## config.mk

```make
export PLATFORM = sky130hd
export DESIGN_NAME = mult_seq
export DESIGN_NICKNAME = d
export VERILOG_FILES = /design/src/rtl/mult_pkg.sv /design/src/rtl/mult_op_fifo.sv /design/src/rtl/mult_seq.sv
export SDC_FILE = /design/constraint.sdc
export NUM_CORES = 1
export LEC_CHECK = 0
export ABC_AREA = 1
export ABC_CLOCK_PERIOD_IN_PS = 5900
export CORE_MARGIN = 4
export CORE_UTILIZATION = 40
export DETAILED_ROUTE_END_ITERATION = 6
export GPL_TIMING_DRIVEN = 1
export SKIP_CTS_REPAIR_TIMING = 1
export SYNTH_ARGS = -nofsm -noshare
export SYNTH_HDL_FRONTEND = slang
export SYNTH_SLANG_ARGS = --single-unit
```

## constraint.sdc

```tcl
create_clock -name clk -period 5.9 [get_ports clk]
set_input_delay 1.475 -clock clk [delete_from_list [all_inputs] [get_ports clk]]
set_output_delay 1.475 -clock clk [all_outputs]
set_load 0.01 [all_outputs]
```

## src/rtl/mult_pkg.sv

```systemverilog
// Shared types and widths for the multiplier sequencer (mult_seq and mult_op_fifo).
package mult_pkg;

  localparam int unsigned OP_W   = 32;
  localparam int unsigned PROD_W = 64;

  localparam logic [2:0] IDLE    = 3'd0;
  localparam logic [2:0] LOAD    = 3'd1;
  localparam logic [2:0] RUN     = 3'd2;
  localparam logic [2:0] CAPTURE = 3'd3;
  localparam logic [2:0] RESP    = 3'd4;

  typedef enum logic [2:0] {
    ST_IDLE    = IDLE,
    ST_LOAD    = LOAD,
    ST_RUN     = RUN,
    ST_CAPTURE = CAPTURE,
    ST_RESP    = RESP
  } state_t;

  typedef struct packed {
    logic [OP_W-1:0] a;
    logic [OP_W-1:0] b;
  } op_pair_t;

endpackage

```

## src/rtl/mult_op_fifo.sv

```systemverilog
// Operand-pair FIFO: registered storage, no fall-through, count tracks 0..DEPTH.
module mult_op_fifo
  import mult_pkg::*;
#(
  parameter int unsigned DEPTH = 4
) (
  input  logic     clk,
  input  logic     reset,
  input  logic     push,
  input  op_pair_t wdata,
  input  logic     pop,
  output op_pair_t rdata,
  output logic     full,
  output logic     empty
);

  localparam int unsigned PTR_W = $clog2(DEPTH);
  localparam int unsigned CNT_W = $clog2(DEPTH + 1);

  op_pair_t         mem [DEPTH];
  logic [PTR_W-1:0] wr_ptr;
  logic [PTR_W-1:0] rd_ptr;
  logic [CNT_W-1:0] count;
  logic             do_push;
  logic             do_pop;

  assign full    = (count == CNT_W'(DEPTH));
  assign empty   = (count == '0);
  assign do_push = push && !full;
  assign do_pop  = pop && !empty;
  assign rdata   = mem[rd_ptr];

  // Pointers wrap naturally; count alone separates full from empty.
  always_ff @(posedge clk or posedge reset) begin
    if (reset) begin
      wr_ptr <= '0;
      rd_ptr <= '0;
      count  <= '0;
    end else begin
      if (do_push) wr_ptr <= wr_ptr + PTR_W'(1);
      if (do_pop)  rd_ptr <= rd_ptr + PTR_W'(1);
      unique case ({do_push, do_pop})
        2'b10:   count <= count + CNT_W'(1);
        2'b01:   count <= count - CNT_W'(1);
        default: count <= count;
      endcase
    end
  end

  always_ff @(posedge clk) begin
    if (do_push) mem[wr_ptr] <= wdata;
  end

endmodule

```

## src/rtl/mult_seq.sv

```systemverilog
// Sequencer for the 32x32 shift-add multiplier: operand FIFO, load/start control, result buffer.
// Optional RUN timeout with sticky err: define MULT_SEQ_TIMEOUT_EN.
module mult_seq
  import mult_pkg::*;
#(
  parameter int unsigned DEPTH   = 4,
  parameter int unsigned TIMEOUT = 40
) (
  input  logic              clk,
  input  logic              reset,
  input  logic              req_valid,
  output logic              req_ready,
  input  logic [OP_W-1:0]   req_a,
  input  logic [OP_W-1:0]   req_b,
  output logic [OP_W-1:0]   mul_a,
  output logic [OP_W-1:0]   mul_b,
  output logic              mul_load,
  output logic              mul_start,
  input  logic [PROD_W-1:0] mul_prod,
  input  logic              mul_done,
  output logic              res_valid,
  input  logic              res_ready,
  output logic [PROD_W-1:0] res_prod,
  output logic              busy,
  output logic              err
);

  if (DEPTH < 2 || (DEPTH & (DEPTH - 1)) != 0) begin : g_bad_depth
    $error("mult_seq: DEPTH must be a power of two >= 2");
  end
  if (TIMEOUT < 1 || TIMEOUT > 63) begin : g_bad_timeout
    $error("mult_seq: TIMEOUT must fit the 6-bit run counter");
  end

  state_t   state;
  op_pair_t req_pair;
  op_pair_t head;
  logic     fifo_full;
  logic     fifo_empty;
  logic     pop;
  logic     timeout_hit;

  assign req_pair  = '{a: req_a, b: req_b};
  assign req_ready = !fifo_full;
  assign busy      = (state != ST_IDLE) || !fifo_empty;
  // Pop only when the result buffer is free, so a new op never overwrites a pending result.
  assign pop       = !fifo_empty &&
                     ((state == ST_IDLE) || ((state == ST_RESP) && res_ready));

  mult_op_fifo #(.DEPTH(DEPTH)) u_fifo (
    .clk   (clk),
    .reset (reset),
    .push  (req_valid),
    .wdata (req_pair),
    .pop   (pop),
    .rdata (head),
    .full  (fifo_full),
    .empty (fifo_empty)
  );

`ifdef MULT_SEQ_TIMEOUT_EN
  logic [5:0] run_cnt;

  assign timeout_hit = (state == ST_RUN) && !mul_done && (run_cnt == 6'(TIMEOUT - 1));

  always_ff @(posedge clk or posedge reset) begin
    if (reset) begin
      run_cnt <= '0;
      err     <= 1'b0;
    end else begin
      run_cnt <= (state == ST_RUN) ? run_cnt + 6'd1 : 6'd0;
      if (timeout_hit) err <= 1'b1;
    end
  end
`else
  assign timeout_hit = 1'b0;
  assign err         = 1'b0;
`endif

  // Control FSM with registered multiplier and result outputs.
  always_ff @(posedge clk or posedge reset) begin
    if (reset) begin
      state     <= ST_IDLE;
      mul_a     <= '0;
      mul_b     <= '0;
      mul_load  <= 1'b0;
      mul_start <= 1'b0;
      res_valid <= 1'b0;
      res_prod  <= '0;
    end else begin
      unique case (state)
        ST_IDLE: begin
          if (pop) begin
            mul_a    <= head.a;
            mul_b    <= head.b;
            mul_load <= 1'b1;
            state    <= ST_LOAD;
          end
        end
        ST_LOAD: begin
          mul_load  <= 1'b0;
          mul_start <= 1'b1;
          state     <= ST_RUN;
        end
        ST_RUN: begin
          if (mul_done) begin
            res_prod  <= mul_prod;
            mul_start <= 1'b0;
            state     <= ST_CAPTURE;
          end else if (timeout_hit) begin
            mul_start <= 1'b0;
            state     <= ST_IDLE;
          end
        end
        ST_CAPTURE: begin
          res_valid <= 1'b1;
          state     <= ST_RESP;
        end
        ST_RESP: begin
          if (res_ready) begin
            res_valid <= 1'b0;
            if (pop) begin
              mul_a    <= head.a;
              mul_b    <= head.b;
              mul_load <= 1'b1;
              state    <= ST_LOAD;
            end else begin
              state <= ST_IDLE;
            end
          end
        end
        default: state <= ST_IDLE;
      endcase
    end
  end

endmodule

```

==> results of run 1 <==
==> per-stage QoR <==
step | util [%] | hold WS, ns | total power [mW] | setup slack [ns]
detailed placement | 48.5 | 0.458 | 7.86 | 1.92
global placement | 48.5 | 0.453 | 7.78 | 2.01
global route | 52.0 | 0.491 | 10.9 | 2.32
finish | 52.0 | 0.468 | 10.3 | 2.46
CTS | 52.0 | 0.472 | 10.4 | 2.41
floorplan | - | 0.468 | 6.27 | 0.644
==> cell type report <==
| cell class | instances | area (µm²) |
|---|---|---|
| fill | 3263 | 18000 |
| sequential | 397 | 11200 |
| multi-input combinational | 820 | 3480 |
| timing repair buffer | 277 | 2790 |
| clock buffer | 63 | 1210 |
| tap | 511 | 639 |
| clock inverter | 12 | 115 |
| inverter | 22 | 92.6 |
| antenna | 1 | 2.50 |
==> layer usage <==
layer  track usage (%)  wire, µm  up-vias
met4              4.65       721        2
met2              28.7     17200      333
met1              24.0     16400     4839
li1                  -         -     4855
met5                 0        13        -
met3              4.71      2800       53
==> layout by cell type (no fill, tap or decap) <==
cell	n
nand3_1	196
dfrtp_1	139
fa_1	1
inv_1	17
a21oi_1	2
clkinv_8	1
o21ai_2	1
inv_2	2
clkbuf_1	14
buf_4	8
nand2_1	589
conb_1	1
nor2_1	6
nor2_2	2
clkinv_1	2
clkinvlp_4	1
nor2_8	1
inv_4	2
buf_12	4
dfrtp_2	1
clkbuf_8	6
diode_2	1
dfrtp_4	1
inv_6	2
xor2_1	3
clkdlybuf4s50_1	265
o21ai_0	6
clkbuf_16	43
ha_1	5
inv_16	1
xnor2_1	1
bufinv_16	1
clkinv_2	5
nor2_4	5
edfxtp_1	256
o21a_1	1
==> where the power goes <==
part           leakage (nW)  switching [mW]  internal (mW)  total [mW]
sequential             4.08           0.400           3.83        4.23
clock                 0.648            1.06           1.47        2.54
combinational          3.23            2.07           1.43        3.50
total                  7.97            3.53           6.73        10.3
==> worst max-delay path: stages, from the launching register on <==
cell and delay, ns:
dfrtp_1 0.40, nor2_1 0.15, nand2_1 0.10, nor2_1 0.15
inv_1 0.06, clkdlybuf4s50_1 0.54
==> kinds of logic (layout without fill, tap and decap cells) <==
kind of cell / count (synthesis) / count (layout) / share of synthesized area, %
AO/OA/AOI/OAI: 10 / 10 / 0.370
XOR/XNOR: 4 / 4 / 0.230
adder cells (fa/ha/maj): 6 / 6 / 0.543
buffers and inverters: 93 / 374 / 3.63
flip-flops: 397 / 397 / 73.7
other: 1 / 2 / 0.0246
AND/OR/NAND/NOR: 799 / 799 / 21.5
==> worst min path at each step <==
stage | startpoint | endpoint
6_report | res_prod[26] | res_prod[26]
5_1_grt | res_prod[4] | res_prod[4]
2_1_floorplan | u_fifo.count[0] | u_fifo.count[0]
3_3_place_gp | res_prod[39] | res_prod[39]
4_1_cts | res_prod[17] | res_prod[17]
3_5_place_dp | res_prod[26] | res_prod[26]
==> state kept, by name (all words and copies together) (netlist names) <==
| signal | count |
|---|---|
| res_valid | 1 |
| u_fifo.wr_ptr | 2 |
| u_fifo.count | 3 |
| mul_a | 32 |
| u_fifo.rd_ptr | 2 |
| res_prod | 64 |
| mul_load | 1 |
| state | 3 |
| mul_start | 1 |
| u_fifo.mem | 256 |
| mul_b | 32 |
==> metrics.txt, run 1 <==
post-route insts no fill=~2100; crit path kind=reg2out; gpl congestion=0.730; CORE AREA=37600 µm²; number of port buffers=between 200 and 300; Hold Path Cell Cnt=2; Critical Path Fanout Max=3; R2R Path End=mul_b[5]; Clock Path Buffers=3; Total Routed Length=approximately 37000 µm; worst r2r path cells=6; Area after DPL=roughly 18000 µm²; Post-Syn Nets=1449; Top Ports=about 270; Post-Syn Area=roughly 15000 µm²; Clock Skews=approximately 0.02 ns; Via Count=10100; arrival time at the worst endpoint=between 1.5 and 2 ns; Design Area, Final=just under 20000 µm²; most instantiated cells after synthesis=nand2_1, edfxtp_1, nand3_1; crit start category=register; FP Rows=a little over 70; Worst Max-Slew Pin Slew=1.07 ns; Initial Utilization=between 40% and 50%; syn_area_per_cell=11.6 µm²; Total GRT Usage=17.7%; Synth Register Bits=397; Tightest Hold Check Type=reg2reg; Worst slew margin=between 20% and 30%; sequential area share after synthesis=73.7%; warning count from the yosys run=0; r2r startpoint=u_fifo.rd_ptr[0]; count leader, synth=nand2_1; DP HPWL=22200 µm; Leakage=7.97 nW; Critical Path Sink=busy; Setup crit end kind=primary output; post-DR wirelength/cell=between 15 and 20 µm; Cell variety after synth=25; Mapped Cells=approximately 1300; largest net degree at the start of global routing=78; vias in the first global route=approximately 10000; Root Buffer=clkbuf_16; Max Cap Viol=0; DR iter-0 viols=between 500 and 600; Slew Limit Fails=0; Critical Path Start=u_fifo.count[0]; number of flops mapped to enable cells by yosys=256; Final min period=roughly 3.4 ns; CTS tree=done; register clock-pin slew on the reported worst setup and hold paths=~0.060 ns; TritonRoute pass-1 iters=4; initial antenna violation count=1; Die H=a little over 200 µm; crit share post-route=58.2%; worst ir drop on vdd=between 200 and 300 µV; Final Net Count=about 1700; GRT overflow=0; drt via density=around 4.8; Die X=roughly 200 µm; Max Freq=around 0.29 GHz; Skew-Pair Late Insertion Delay=around 0.56 ns; ys async rst share=between 30% and 40%; Hold Vio Cnt, Final=0; Clock Sinks=397; R2R Setup Slk=roughly 3.2 ns; Final ANT Viol Nets=0; Die ar.=41200 µm²; power density over cell area=between 500 and 600 nW/µm²; drc violations=0; dpl cells=slightly above 2000; Area Growth Syn to Fin=28.5%; CTS H-tree lvls=2; layout cells sized above 1=5.47%; global-route wire length before repair=between 50000 and 60000 µm; flip-flop cell with the highest count after synthesis=edfxtp_1; RSZ-0062 raised after global routing=no; Synth top area share=50.5%; Final Setup Violations=0; top post-synthesis cells by area=edfxtp_1, dfrtp_1, nand2_1, nand3_1, buf_4; CTS Buf Count=42; setup tns final=0 ns; data required time at the worst endpoint=4.43 ns; Synth area leader=edfxtp_1; status=finished, final reports clean
(Power assumes the default switching activity.)
==> inputs of run 2 (changes only) <==
--- a/config.mk
+++ b/config.mk
@@ -6,11 +6,12 @@
 export NUM_CORES = 1
 export LEC_CHECK = 0
 export ABC_AREA = 1
-export ABC_CLOCK_PERIOD_IN_PS = 5900
+export ABC_CLOCK_PERIOD_IN_PS = 2900
 export CORE_MARGIN = 4
 export CORE_UTILIZATION = 40
 export DETAILED_ROUTE_END_ITERATION = 6
 export GPL_TIMING_DRIVEN = 1
+export PLACE_DENSITY = 0.66
 export SKIP_CTS_REPAIR_TIMING = 1
 export SYNTH_ARGS = -nofsm -noshare
 export SYNTH_HDL_FRONTEND = slang
==> constraint.sdc (replaced) <==
create_clock -name clk -period 2.9 [get_ports clk]
set_input_delay 0.725 -clock clk [delete_from_list [all_inputs] [get_ports clk]]
set_output_delay 0.725 -clock clk [all_outputs]
set_load 0.01 [all_outputs]
==> metrics.txt, run 2 (synthesis results as in run 1) <==
Initial Utilization=around two fifths; drc violations=0; Area Growth Syn to Fin=30.6%; data required time at the worst endpoint=2.17 ns; Root Buffer=clkbuf_16; CORE AREA=~38000 µm²; Worst Max-Slew Pin Slew=around 0.91 ns; TritonRoute pass-1 iters=5; Final Net Count=between 1500 and 2000; global-route wire length before repair=about 59000 µm; Slew Limit Fails=0; register clock-pin slew on the reported worst setup and hold paths=0.06 ns; Clock Path Buffers=3; r2r startpoint=state[0]; max reg flops=between 200 and 300; GRT overflow=0; fillers=around 3200; multi-input gate area in the final layout=between 3000 and 4000 µm²; gpl congestion=about 0.79; Setup crit end kind=primary output; setup tns final=0 ns; layout cells sized above 1=under 10%; R2R Setup Slk=between 0.7 and 0.8 ns; drt via density=between 4 and 5; Final Setup Violations=0; dpl cells=between 2000 and 2500; Final ANT Viol Nets=0; vias in the first global route=10500; Leakage=about 8.1 nW; post-route insts no fill=2116; commonest non-fill, non-tap cell in the layout=nand2_1; Largest Register=u_fifo.mem; Critical Path Start=state[2]; Skew-Pair Late Insertion Delay=0.54 ns; CTS Buf Count=41; commonest non-fill, non-tap cells in the layout=nand2_1, clkdlybuf4s50_1, edfxtp_1; total power=~21 mW; post-DR wirelength/cell=17.8 µm; register area=11200 µm²; Max Cap Viol=0; Die H=around 200 µm; Final Hold Slack=0.469 ns; DR iter-0 viols=about 570; Via Count=10300; Total Routed Length=37700 µm; Hold Vio Cnt, Final=0; Hold Path Cell Cnt=2; Top Ports=about 270; DP HPWL=22800 µm; Die X=203 µm; R2R Path End=u_fifo.count[2]; Die ar.=~41000 µm²; Total GRT Usage=between 10% and 20%; FP Rows=around 70; Tightest Hold Check Type=reg2reg; worst r2r path cells=9; CTS tree=done; initial antenna violation count=4; Clock Skews=roughly 0.018 ns; largest registers=u_fifo.mem x256, res_prod x64; status=finished, final reports clean; Clock Sinks=between 300 and 400; Critical Path Fanout Max=4; power density over cell area=1080 nW/µm²; CTS H-tree lvls=2; Worst slew margin=approximately 40%; largest net degree at the start of global routing=roughly 130; RSZ-0062 raised after global routing=no; crit path kind=reg2out; Critical Path Sink=busy; worst ir drop on vdd=roughly 590 µV; Final Util=between 50 and 60%; crit share post-route=91.9%; arrival time at the worst endpoint=1.94 ns; Max Freq=about 0.38 GHz; crit start category=register; Final min period=between 2 and 3 ns; number of port buffers=about 270
-- run 2: changes by cell type in the layout (fill, tap and decap cells not counted), moves of 2 or more --
| cell | change |
|---|---|
| buf_12 | +9 |
| buf_4 | +5 |
| bufinv_16 | +4 |
| clkbuf_1 | -2 |
| clkinv_2 | -3 |
-- run 2: report_power, final --
group	switching, mW	internal [mW]
clock	2.07	3.37
sequential	0.698	7.79
combinational	4.44	3.07
-- run 2: area by class of cell --
cell class | instances | share of cell area (%)
Multi-Input combinational cell | 820 | 17.5
Timing Repair Buffer | 291 | 15.2
Antenna cell | 1 | 0.0126
Sequential cell | 397 | 56.5
Tap cell | 511 | 3.22
Inverter | 22 | 0.460
Clock inverter | 12 | 0.951
Clock buffer | 62 | 6.19
-- run 2: how the worst min path moves through the flow --
| stage | start | end | slack, ns |
|---|---|---|---|
| 5_1_grt | res_prod[62] | res_prod[62] | 0.49 |
| 3_3_place_gp | res_prod[50] | res_prod[50] | 0.45 |
| 2_1_floorplan | u_fifo.count[0] | u_fifo.count[0] | 0.47 |
| 4_1_cts | res_prod[1] | res_prod[1] | 0.47 |
| 3_5_place_dp | res_prod[17] | res_prod[17] | 0.46 |
| 6_report | res_prod[13] | res_prod[13] | 0.47 |
-- run 2: critical path, cell delays in order, from the launching register on --
cell             delay [ns]
dfrtp_1                0.42
nor2_2                 0.19
nand2_1                0.08
nor2_1                 0.14
inv_1                  0.07
clkdlybuf4s50_1        0.52
-- run 2: layer usage --
layer	vias up	part of all wire, %	track usage [%]
met4	6	2.1	4.77
li1	4897	-	-
met3	56	6.7	4.38
met1	4983	43	23.4
met2	323	48	30.4
met5	-	0.093	0
-- run 2: through the flow --
step | area, µm² | setup slack, ns
floorplan | 15200 | -1.17
global placement | 18400 | 0.170
detailed placement | 18400 | 0.202
CTS | 19900 | 0.204
global route | 19900 | 0.130
finish | 19900 | 0.236
